## config.mk

```make
export PLATFORM = sky130hd
export DESIGN_NAME = instr_mem_reader_flat
export DESIGN_NICKNAME = d
export VERILOG_FILES = /design/src/rtl/instr_mem_reader_pkg.sv /design/src/rtl/instr_mem_reader_if.sv /design/src/rtl/instr_mem_reader.sv /design/src/flat_wrapper.sv
export SDC_FILE = /design/constraint.sdc
export NUM_CORES = 1
export LEC_CHECK = 0
export ABC_AREA = 1
export CORE_ASPECT_RATIO = 1.75
export CORE_MARGIN = 2
export CORE_UTILIZATION = 25
export CTS_CLUSTER_DIAMETER = 100
export DETAILED_ROUTE_END_ITERATION = 6
export GPL_TIMING_DRIVEN = 1
export PLACE_DENSITY = 0.58
export SYNTH_ARGS = -nofsm -noshare
export SYNTH_HDL_FRONTEND = slang
export SYNTH_SLANG_ARGS = --single-unit
export TNS_END_PERCENT = 5
```

## constraint.sdc

```tcl
create_clock -name clk -period 3 [get_ports clk]
set_input_delay 0.6 -clock clk [delete_from_list [all_inputs] [get_ports clk]]
set_output_delay 0.6 -clock clk [all_outputs]
set_load 0.02 [all_outputs]
```

## src/rtl/instr_mem_reader_pkg.sv

```systemverilog
// Constants and state type shared by the instruction-memory loader, reader and memory.
// Keeps word width, depth and address width consistent across the slice.
package instr_mem_reader_pkg;

    localparam int WIDTH  = 8;
    localparam int DEPTH  = 8;
    localparam int ADDR_W = $clog2(DEPTH);

    typedef enum logic [2:0] {
        IDLE,
        ISSUE,
        CAPTURE,
        PRESENT,
        DONE
    } rd_state_e;

    // A request longer than the memory reads each entry at most once.
    function automatic logic [ADDR_W:0] clamp_len(input logic [ADDR_W:0] len);
        return (len > (ADDR_W+1)'(DEPTH)) ? (ADDR_W+1)'(DEPTH) : len;
    endfunction

    function automatic logic [ADDR_W-1:0] next_addr(input logic [ADDR_W-1:0] addr);
        return (addr == ADDR_W'(DEPTH - 1)) ? '0 : addr + ADDR_W'(1);
    endfunction

endpackage

```

## src/rtl/instr_mem_reader_if.sv

```systemverilog
// Command, memory read port and byte stream of the instruction-memory reader.
// master is the reader itself; slave is the memory/consumer/controller side.
interface instr_mem_reader_if;
    import instr_mem_reader_pkg::*;

    logic              start;
    logic [ADDR_W-1:0] start_addr;
    logic [ADDR_W:0]   len;
    logic              abort;
    logic              mem_rd_en;
    logic [ADDR_W-1:0] mem_addr;
    logic [WIDTH-1:0]  mem_rdata;
    logic [WIDTH-1:0]  out_data;
    logic              out_valid;
    logic              out_ready;
    logic              busy;
    logic              done;

    modport master (
        input  start, start_addr, len, abort, mem_rdata, out_ready,
        output mem_rd_en, mem_addr, out_data, out_valid, busy, done
    );

    modport slave (
        output start, start_addr, len, abort, mem_rdata, out_ready,
        input  mem_rd_en, mem_addr, out_data, out_valid, busy, done
    );

endinterface

```

## src/rtl/instr_mem_reader.sv

```systemverilog
// Dumps a run of instruction-memory words onto a valid/ready byte stream.
// One word in flight at a time: issue read, capture data, present until accepted.
module instr_mem_reader
    import instr_mem_reader_pkg::*;
(
    input  logic                clk,
    input  logic                reset,
    instr_mem_reader_if.master  bus
);

    localparam logic [ADDR_W:0] REM_ONE = (ADDR_W+1)'(1);

    rd_state_e         state;
    logic [ADDR_W-1:0] addr;
    logic [ADDR_W:0]   rem;
    logic              mem_rd_en_q;
    logic [ADDR_W-1:0] mem_addr_q;
    logic [WIDTH-1:0]  out_data_q;
    logic              out_valid_q;
    logic              busy_q;
    logic              done_q;
    logic [ADDR_W:0]   start_rem;

    assign start_rem = clamp_len(bus.len);

    // NOTE: every register here uses <= so all next-state terms see pre-edge values.
    always_ff @(posedge clk) begin
        if (reset) begin
            state       <= IDLE;
            addr        <= '0;
            rem         <= '0;
            mem_rd_en_q <= 1'b0;
            mem_addr_q  <= '0;
            out_data_q  <= '0;
            out_valid_q <= 1'b0;
            busy_q      <= 1'b0;
            done_q      <= 1'b0;
        end else if (bus.abort && state != IDLE) begin
            // A word presented alongside abort is dropped, not accepted.
            state       <= IDLE;
            rem         <= '0;
            mem_rd_en_q <= 1'b0;
            out_valid_q <= 1'b0;
            busy_q      <= 1'b0;
            done_q      <= 1'b0;
        end else begin
            case (state)
                IDLE: begin
                    if (bus.start && !bus.abort) begin
                        addr   <= bus.start_addr;
                        rem    <= start_rem;
                        busy_q <= 1'b1;
                        if (start_rem == '0) begin
                            state  <= DONE;
                            done_q <= 1'b1;
                        end else begin
                            state       <= ISSUE;
                            mem_rd_en_q <= 1'b1;
                            mem_addr_q  <= bus.start_addr;
                        end
                    end
                end
                ISSUE: begin
                    mem_rd_en_q <= 1'b0;
                    state       <= CAPTURE;
                end
                CAPTURE: begin
                    out_data_q  <= bus.mem_rdata;
                    out_valid_q <= 1'b1;
                    state       <= PRESENT;
                end
                PRESENT: begin
                    if (out_valid_q && bus.out_ready) begin
                        out_valid_q <= 1'b0;
                        rem         <= rem - REM_ONE;
                        if (rem == REM_ONE) begin
                            state  <= DONE;
                            done_q <= 1'b1;
                        end else begin
                            addr        <= next_addr(addr);
                            mem_addr_q  <= next_addr(addr);
                            mem_rd_en_q <= 1'b1;
                            state       <= ISSUE;
                        end
                    end
                end
                DONE: begin
                    done_q <= 1'b0;
                    busy_q <= 1'b0;
                    state  <= IDLE;
                end
                default: begin
                    state <= IDLE;
                end
            endcase
        end
    end

    assign bus.mem_rd_en = mem_rd_en_q;
    assign bus.mem_addr  = mem_addr_q;
    assign bus.out_data  = out_data_q;
    assign bus.out_valid = out_valid_q;
    assign bus.busy      = busy_q;
    assign bus.done      = done_q;

endmodule
```

## src/flat_wrapper.sv

```systemverilog
// flat-port wrapper written by rule: the top's interface ports become plain ports
module instr_mem_reader_flat import instr_mem_reader_pkg::*;
  (clk, reset, bus_start, bus_start_addr, bus_len, bus_abort, bus_mem_rdata, bus_out_ready, bus_mem_rd_en, bus_mem_addr, bus_out_data, bus_out_valid, bus_busy, bus_done);
  instr_mem_reader_if bus_i ();
  input  logic clk;
  input  logic reset;
  input wire logic [$bits(bus_i.start)-1:0] bus_start;
  input wire logic [$bits(bus_i.start_addr)-1:0] bus_start_addr;
  input wire logic [$bits(bus_i.len)-1:0] bus_len;
  input wire logic [$bits(bus_i.abort)-1:0] bus_abort;
  input wire logic [$bits(bus_i.mem_rdata)-1:0] bus_mem_rdata;
  input wire logic [$bits(bus_i.out_ready)-1:0] bus_out_ready;
  output wire logic [$bits(bus_i.mem_rd_en)-1:0] bus_mem_rd_en;
  output wire logic [$bits(bus_i.mem_addr)-1:0] bus_mem_addr;
  output wire logic [$bits(bus_i.out_data)-1:0] bus_out_data;
  output wire logic [$bits(bus_i.out_valid)-1:0] bus_out_valid;
  output wire logic [$bits(bus_i.busy)-1:0] bus_busy;
  output wire logic [$bits(bus_i.done)-1:0] bus_done;
  assign bus_i.start = bus_start;
  assign bus_i.start_addr = bus_start_addr;
  assign bus_i.len = bus_len;
  assign bus_i.abort = bus_abort;
  assign bus_i.mem_rdata = bus_mem_rdata;
  assign bus_i.out_ready = bus_out_ready;
  assign bus_mem_rd_en = bus_i.mem_rd_en;
  assign bus_mem_addr = bus_i.mem_addr;
  assign bus_out_data = bus_i.out_data;
  assign bus_out_valid = bus_i.out_valid;
  assign bus_busy = bus_i.busy;
  assign bus_done = bus_i.done;
  instr_mem_reader u_core (.clk(clk), .reset(reset), .bus(bus_i));
endmodule
```

==> results of run 1 <==
[how the worst max path moves through the flow]
stage | startpoint | end | depth (start not counted)
2_1_floorplan | u_core.addr[0] | u_core.bus.mem_addr[2] | 7
5_1_grt | bus_abort | u_core.addr[0] | 8
6_report | u_core.bus.mem_addr[2] | bus_mem_addr[2] | 1
3_3_place_gp | bus_abort | u_core.addr[2] | 9
3_5_place_dp | bus_abort | u_core.addr[2] | 9
4_1_cts | u_core.bus.mem_addr[0] | bus_mem_addr[0] | 1
[per-layer routing]
layer  routed length, um  up-vias  GRT usage
li1                    -      672          -
met2                1830       22      0.233
met4                  70        0     0.0572
met1                1200      556      0.119
met3                  84        4     0.0156
met5                   0        -          0
[logic make-up (layout without fill, tap and decap cells)]
family	after synthesis	in the layout	synth area share
and+or+nand+nor	82	82	0.281
AOI/OAI and AO/OA	42	42	0.172
buffers and inverters	39	73	0.121
DFF	25	25	0.387
adders and majority gates	4	4	0.0387
[cells in the final DEF, fill, tap and decap left out, drive strengths merged]
master	n
a21oi	18
a31oi	2
clkbuf	3
clkdlybuf4s50	34
clkinvlp	1
dfxtp	25
ha	4
inv	35
nand2	40
nand3	13
nand3b	1
nor2	24
nor3	2
o21a	2
o21ai	17
o22ai	2
o31ai	1
or2	2
[area by class of cell]
type	instances	area share
well taps	54	0.0392
clock buffers	3	0.0239
clock inverters	1	0.00435
flip-flops and latches	25	0.290
inverters	35	0.0762
multi-input cells	128	0.369
repair buffers	34	0.197
[stage by stage]
step           area (um2)  cells
6_report             1720    280
5_1_grt              1720    280
2_1_floorplan        1290    192
3_5_place_dp         1680    276
3_3_place_gp         1680    276
4_1_cts              1720    280
[sequential cells by signal, indices dropped and copies added, names as in the netlist]
signal	flops
u_core.addr	3
u_core.bus.busy	1
u_core.bus.done	1
u_core.bus.mem_addr	3
u_core.bus.mem_rd_en	1
u_core.bus.out_data	8
u_core.bus.out_valid	1
u_core.rem	4
u_core.state	3
[Yosys cell counts, drive strengths merged]
master	count
inv	35
a21oi	18
o21a	2
or2	2
ha	4
nand3	13
nand3b	1
nor3	2
o21ai	17
nor2	24
clkbuf	2
a31oi	2
o22ai	2
o31ai	1
dfxtp	25
buf	2
nand2	40
[power by group]
group / switching [uW] / total [uW] / internal [uW]
sequential: 74.3 / 500 / 425
combinational: 430 / 716 / 286
clock: 114 / 208 / 94.2
==> impl_metrics.ini, run 1 <==
[grt]
grt_max_degree = 17
grt.overflow.total = 0
global_route.usage.total = 0.121
vias_in_the_first_global_route = 1309
antenna_violations_before_repair = 0
grt_pass1_wl_mm = 5.51

[status]
run_status = finished clean

[setup_path]
worst_setup_path_start_kind = flip-flop
critical_path_required_time_ps = 2400
ff2ff_path_depth = 7
worstPathCellList = clkdlybuf4s50_1
slowest_delay_ps = 610
path_buf_inv = 1
critPathCaptureType = output port
r2r_slack_ps = 1350
cp_slowest_cell = clkdlybuf4s50_1
crit_arrival_ps = 1230
crit_path_max_delay_family = buffers and inverters
critical_register_to_register_path_endpoint = u_core.addr[2]
timing.critical_path.fanout_max = 2
timing.setup.critical_path_class = flip-flop to output port
critical_path.reg2reg.startpoint = u_core.state[1]

[timing]
finalCritPeriodShare = 0.610
totalNegativeSetupSlack_ps = 0
report.final.setup_viol = 0
layout_setup_ws_ps = 1170
report.final.hold_viol_count = 0
worst_clock_skew_ps = 8.84
fin_crit_ps = 1830
unrepaired_setup_endpoints_after_global_routing = no
fmax_mhz = 546
slew_violations = 0
hold_slack_ps = 451
timing_worst_slew_pin_value_ps = 508
normalized_max_slew_margin = 0.660

[worst_hold_path]
hold_class = flip-flop to flip-flop
worstHoldPathCells = 2
min_delay_worst_endpoint = u_core.bus.out_data[6]
min-delay-start = u_core.bus.out_data[6]

[floorplanning]
design.portCount = 35
area_inside_the_core_boundary_um2 = 4980
die_w_um = 58.4
initial_standard_cell_utilization_of_the_core = 0.260
die-area_um2 = 5780
std_cell_rows = 34
dieHeight_um = 99.1

[clocking]
buffers_from_clock_root_to_sink_at_most = 2
tritoncts.num_buffers = 3
cts.clk_slew.worst_paths_ps = 100
clock_insertion_delay_worst_skew_ps = 270
cts_resized = 0
postCtsSetupBuffers = 0
cts_tree = built
post_cts_hold_buffer_count = 0
ctsRootBufferMaster = clkbuf_8
htreeDepth = 1
numClockSinks = 25

[final_layout]
syn_to_final_growth_pct = 33.4
final_nets = 251
multiInputGateArea_um2 = 636
filler_instances = 549
antenna-diode-count = 0
final_util = 0.346
ff_latch_area_um2 = 500
post_route_cells_drive_above_1_share = 0.0575

[route]
totalWireLength_mm = 3.18
routed_wire_length_per_instance_um = 11.4
drc = 0
detail_route.iter0.violations = 12
drtPass1Iterations = 4
via_per_inst = 4.48
via_count = 1254
drt.antenna.violating_nets = 0

[power]
pnr_total_power_uw = 1420
power.static_leakage_uw = 0.000738
power-per-cell-area_nw_per_um2 = 826
vdd_drop_max_mv = 0.391

[yosys]
seq_area_frac_synth = 0.387
yosys.area.top_type_share = 0.387
postSynthAreaPerCell_um2 = 6.73
ys_seq_elements = 25
synth_area_leader_cell = dfxtp_1
syn_nets = 216
synthTopCellsByArea = dfxtp_1 (39%), nand2_1 (11%), inv_1 (10%)
ys_warn_count = 0
synthDistinctLibCells = 24
mappedNetlistArea_um2 = 1290
synthesis.instances = 192

[place]
detailedPlace.worstSlack_ps = 975
dp_hpwl_mm = 2.53
place_congestion = 0.871
placement.io_buffers = 34

[flow_run]
maxCapViolations = 0
No activity file was read; power rests on OpenSTA's default activity.
==> inputs of run 2 (changes only) <==
==> constraint.sdc (replaced) <==
create_clock -name clk -period 1.8 [get_ports clk]
set_input_delay 0.36 -clock clk [delete_from_list [all_inputs] [get_ports clk]]
set_output_delay 0.36 -clock clk [all_outputs]
set_load 0.02 [all_outputs]
==> run 2 against run 1 <==
Net effect:
- cell area increased by 1.3%
- hold slack worse by 2.6 ps
- die area is the same
- final cell count is 1.1% higher
- combinational power increased by 72%
- via count rose by 1.9%
- setup slack worse by 960 ps
- core utilization is 0.45 points higher
- sequential cell count is the same
- sequential share of layout area shrank 0.37 points
- critical endpoint is now bus_out_valid
==> impl_metrics.ini, run 2 (same netlist as run 1, synthesis figures left out) <==
[clocking]
post_cts_hold_buffer_count = 0
cts_resized = 0
cts.clk_slew.worst_paths_ps = 100
tritoncts.num_buffers = 3
numClockSinks = 25
htreeDepth = 1
clock_insertion_delay_worst_skew_ps = 280
cts_tree = built
buffers_from_clock_root_to_sink_at_most = 2
postCtsSetupBuffers = 0
ctsRootBufferMaster = clkbuf_8

[floorplanning]
die_w_um = 58.4
std_cell_rows = 34
dieHeight_um = 99.1
design.portCount = 35
initial_standard_cell_utilization_of_the_core = 0.260
area_inside_the_core_boundary_um2 = 4980
die-area_um2 = 5780

[grt]
grt_pass1_wl_mm = 5.08
antenna_violations_before_repair = 0
vias_in_the_first_global_route = 1202
grt.overflow.total = 0
global_route.usage.total = 0.113
busiest_layer = met2
gr_util_met1 = 0.110
grt_use_met3 = 0.0143
grt_max_degree = 17
use_met2 = 0.218

[final_layout]
syn_to_final_growth_pct = 35.1
post-route-cell-area_um2 = 1750
antenna-diode-count = 0
final_cell_mix = nand2_1 (37), inv_1 (35), clkdlybuf4s50_1 (34)
final_nets = 254
mostFrequentLayoutCell = nand2_1
post_route_cells_drive_above_1_share = 0.0699
max_reg_flops = 8
post_layout_nonfiller_instances = 283

[setup_path]
worst_setup_path_start_kind = flip-flop
crit_arrival_ps = 1230
timing.setup.critical_path_class = flip-flop to output port
crit_path_max_delay_family = buffers and inverters
slowest_delay_ps = 610
critical_path_required_time_ps = 1440
timing.critical_path.fanout_max = 3
cp_slowest_cell = clkdlybuf4s50_1
critPathCaptureType = output port
worstPathCellList = clkdlybuf4s50_1
path_buf_inv = 1

[timing]
report.final.setup_viol = 0
normalized_max_slew_margin = 0.749
unrepaired_setup_endpoints_after_global_routing = no
totalNegativeSetupSlack_ps = 0
report.final.hold_viol_count = 0
worst_clock_skew_ps = 10.2
fmax_mhz = 628
finalCritPeriodShare = 0.885
slew_violations = 0
timing_worst_slew_pin_value_ps = 373
fin_crit_ps = 1590

[place]
placed_cell_area_um2 = 1700
place_congestion = 0.867
placement.io_buffers = 34
dp_hpwl_mm = 2.47
cell_count_post_placement = 279

[route]
via_per_inst = 4.52
drt.antenna.violating_nets = 0
routed_wire_length_per_instance_um = 10.8
via_count = 1278
totalWireLength_mm = 3.06
drc = 0
detail_route.iter0.violations = 37
drtPass1Iterations = 4

[power]
vdd_drop_max_mv = 0.549
power.static_leakage_uw = 0.000751
power-per-cell-area_nw_per_um2 = 1380

[status]
run_status = finished clean

[worst_hold_path]
hold_class = flip-flop to flip-flop

[flow_run]
maxCapViolations = 0
run 2: changes by cell type in the layout (fill, tap and decap cells not counted), sizes merged:
| cell | previous run | this run |
|---|---|---|
| buf | 0 | 3 |
run 2: layout make-up:
type | instances | area [um2]
clock buffers | 3 | 41.3
clock inverters | 1 | 7.51
fillers | 539 | 3230
inverters | 35 | 131
multi-input cells | 128 | 636
flip-flops and latches | 25 | 500
well taps | 54 | 67.6
repair buffers | 37 | 363
run 2: worst min-delay path, stage by stage (launching register included):
cell     delay, ps
dfxtp_1        320
inv_1           50
a21oi_1         50
run 2: final timing paths:
path	depth (start not counted)	slack, ps	startpoint	to
worst min register to register	2	450	u_core.bus.out_data[2]	u_core.bus.out_data[2]
worst max register to register	7	230	u_core.state[0]	u_core.rem[3]
worst min-delay path	2	450	u_core.bus.out_data[2]	u_core.bus.out_data[2]
worst max-delay path	1	210	u_core.bus.out_valid	bus_out_valid
run 2: power by group:
group / switching (uW) / leakage, uW / internal (uW)
clock: 187 / 0.0000217 / 157
combinational: 720 / 0.000525 / 508
sequential: 121 / 0.000204 / 709
total: 1030 / 0.000751 / 1370
run 2: stage by stage:
step | total power (uW) | setup slack, ps | util | hold WS [ps]
after floorplan | 1710 | 399 | - | 462
final | 2400 | 207 | 0.351 | 448
after CTS | 2430 | 191 | 0.351 | 451
after detailed placement | 2080 | 70.0 | 0.341 | 434
after global routing | 2620 | 122 | 0.351 | 467
after global placement | 2080 | 79.3 | 0.341 | 433
run 2: routing by layer:
| layer | up-vias | part of all wire |
|---|---|---|
| met2 | 23 | 0.58 |
| met4 | 0 | 0.026 |
| met3 | 7 | 0.033 |
| li1 | 682 | - |
| met5 | - | 0 |
| met1 | 566 | 0.36 |
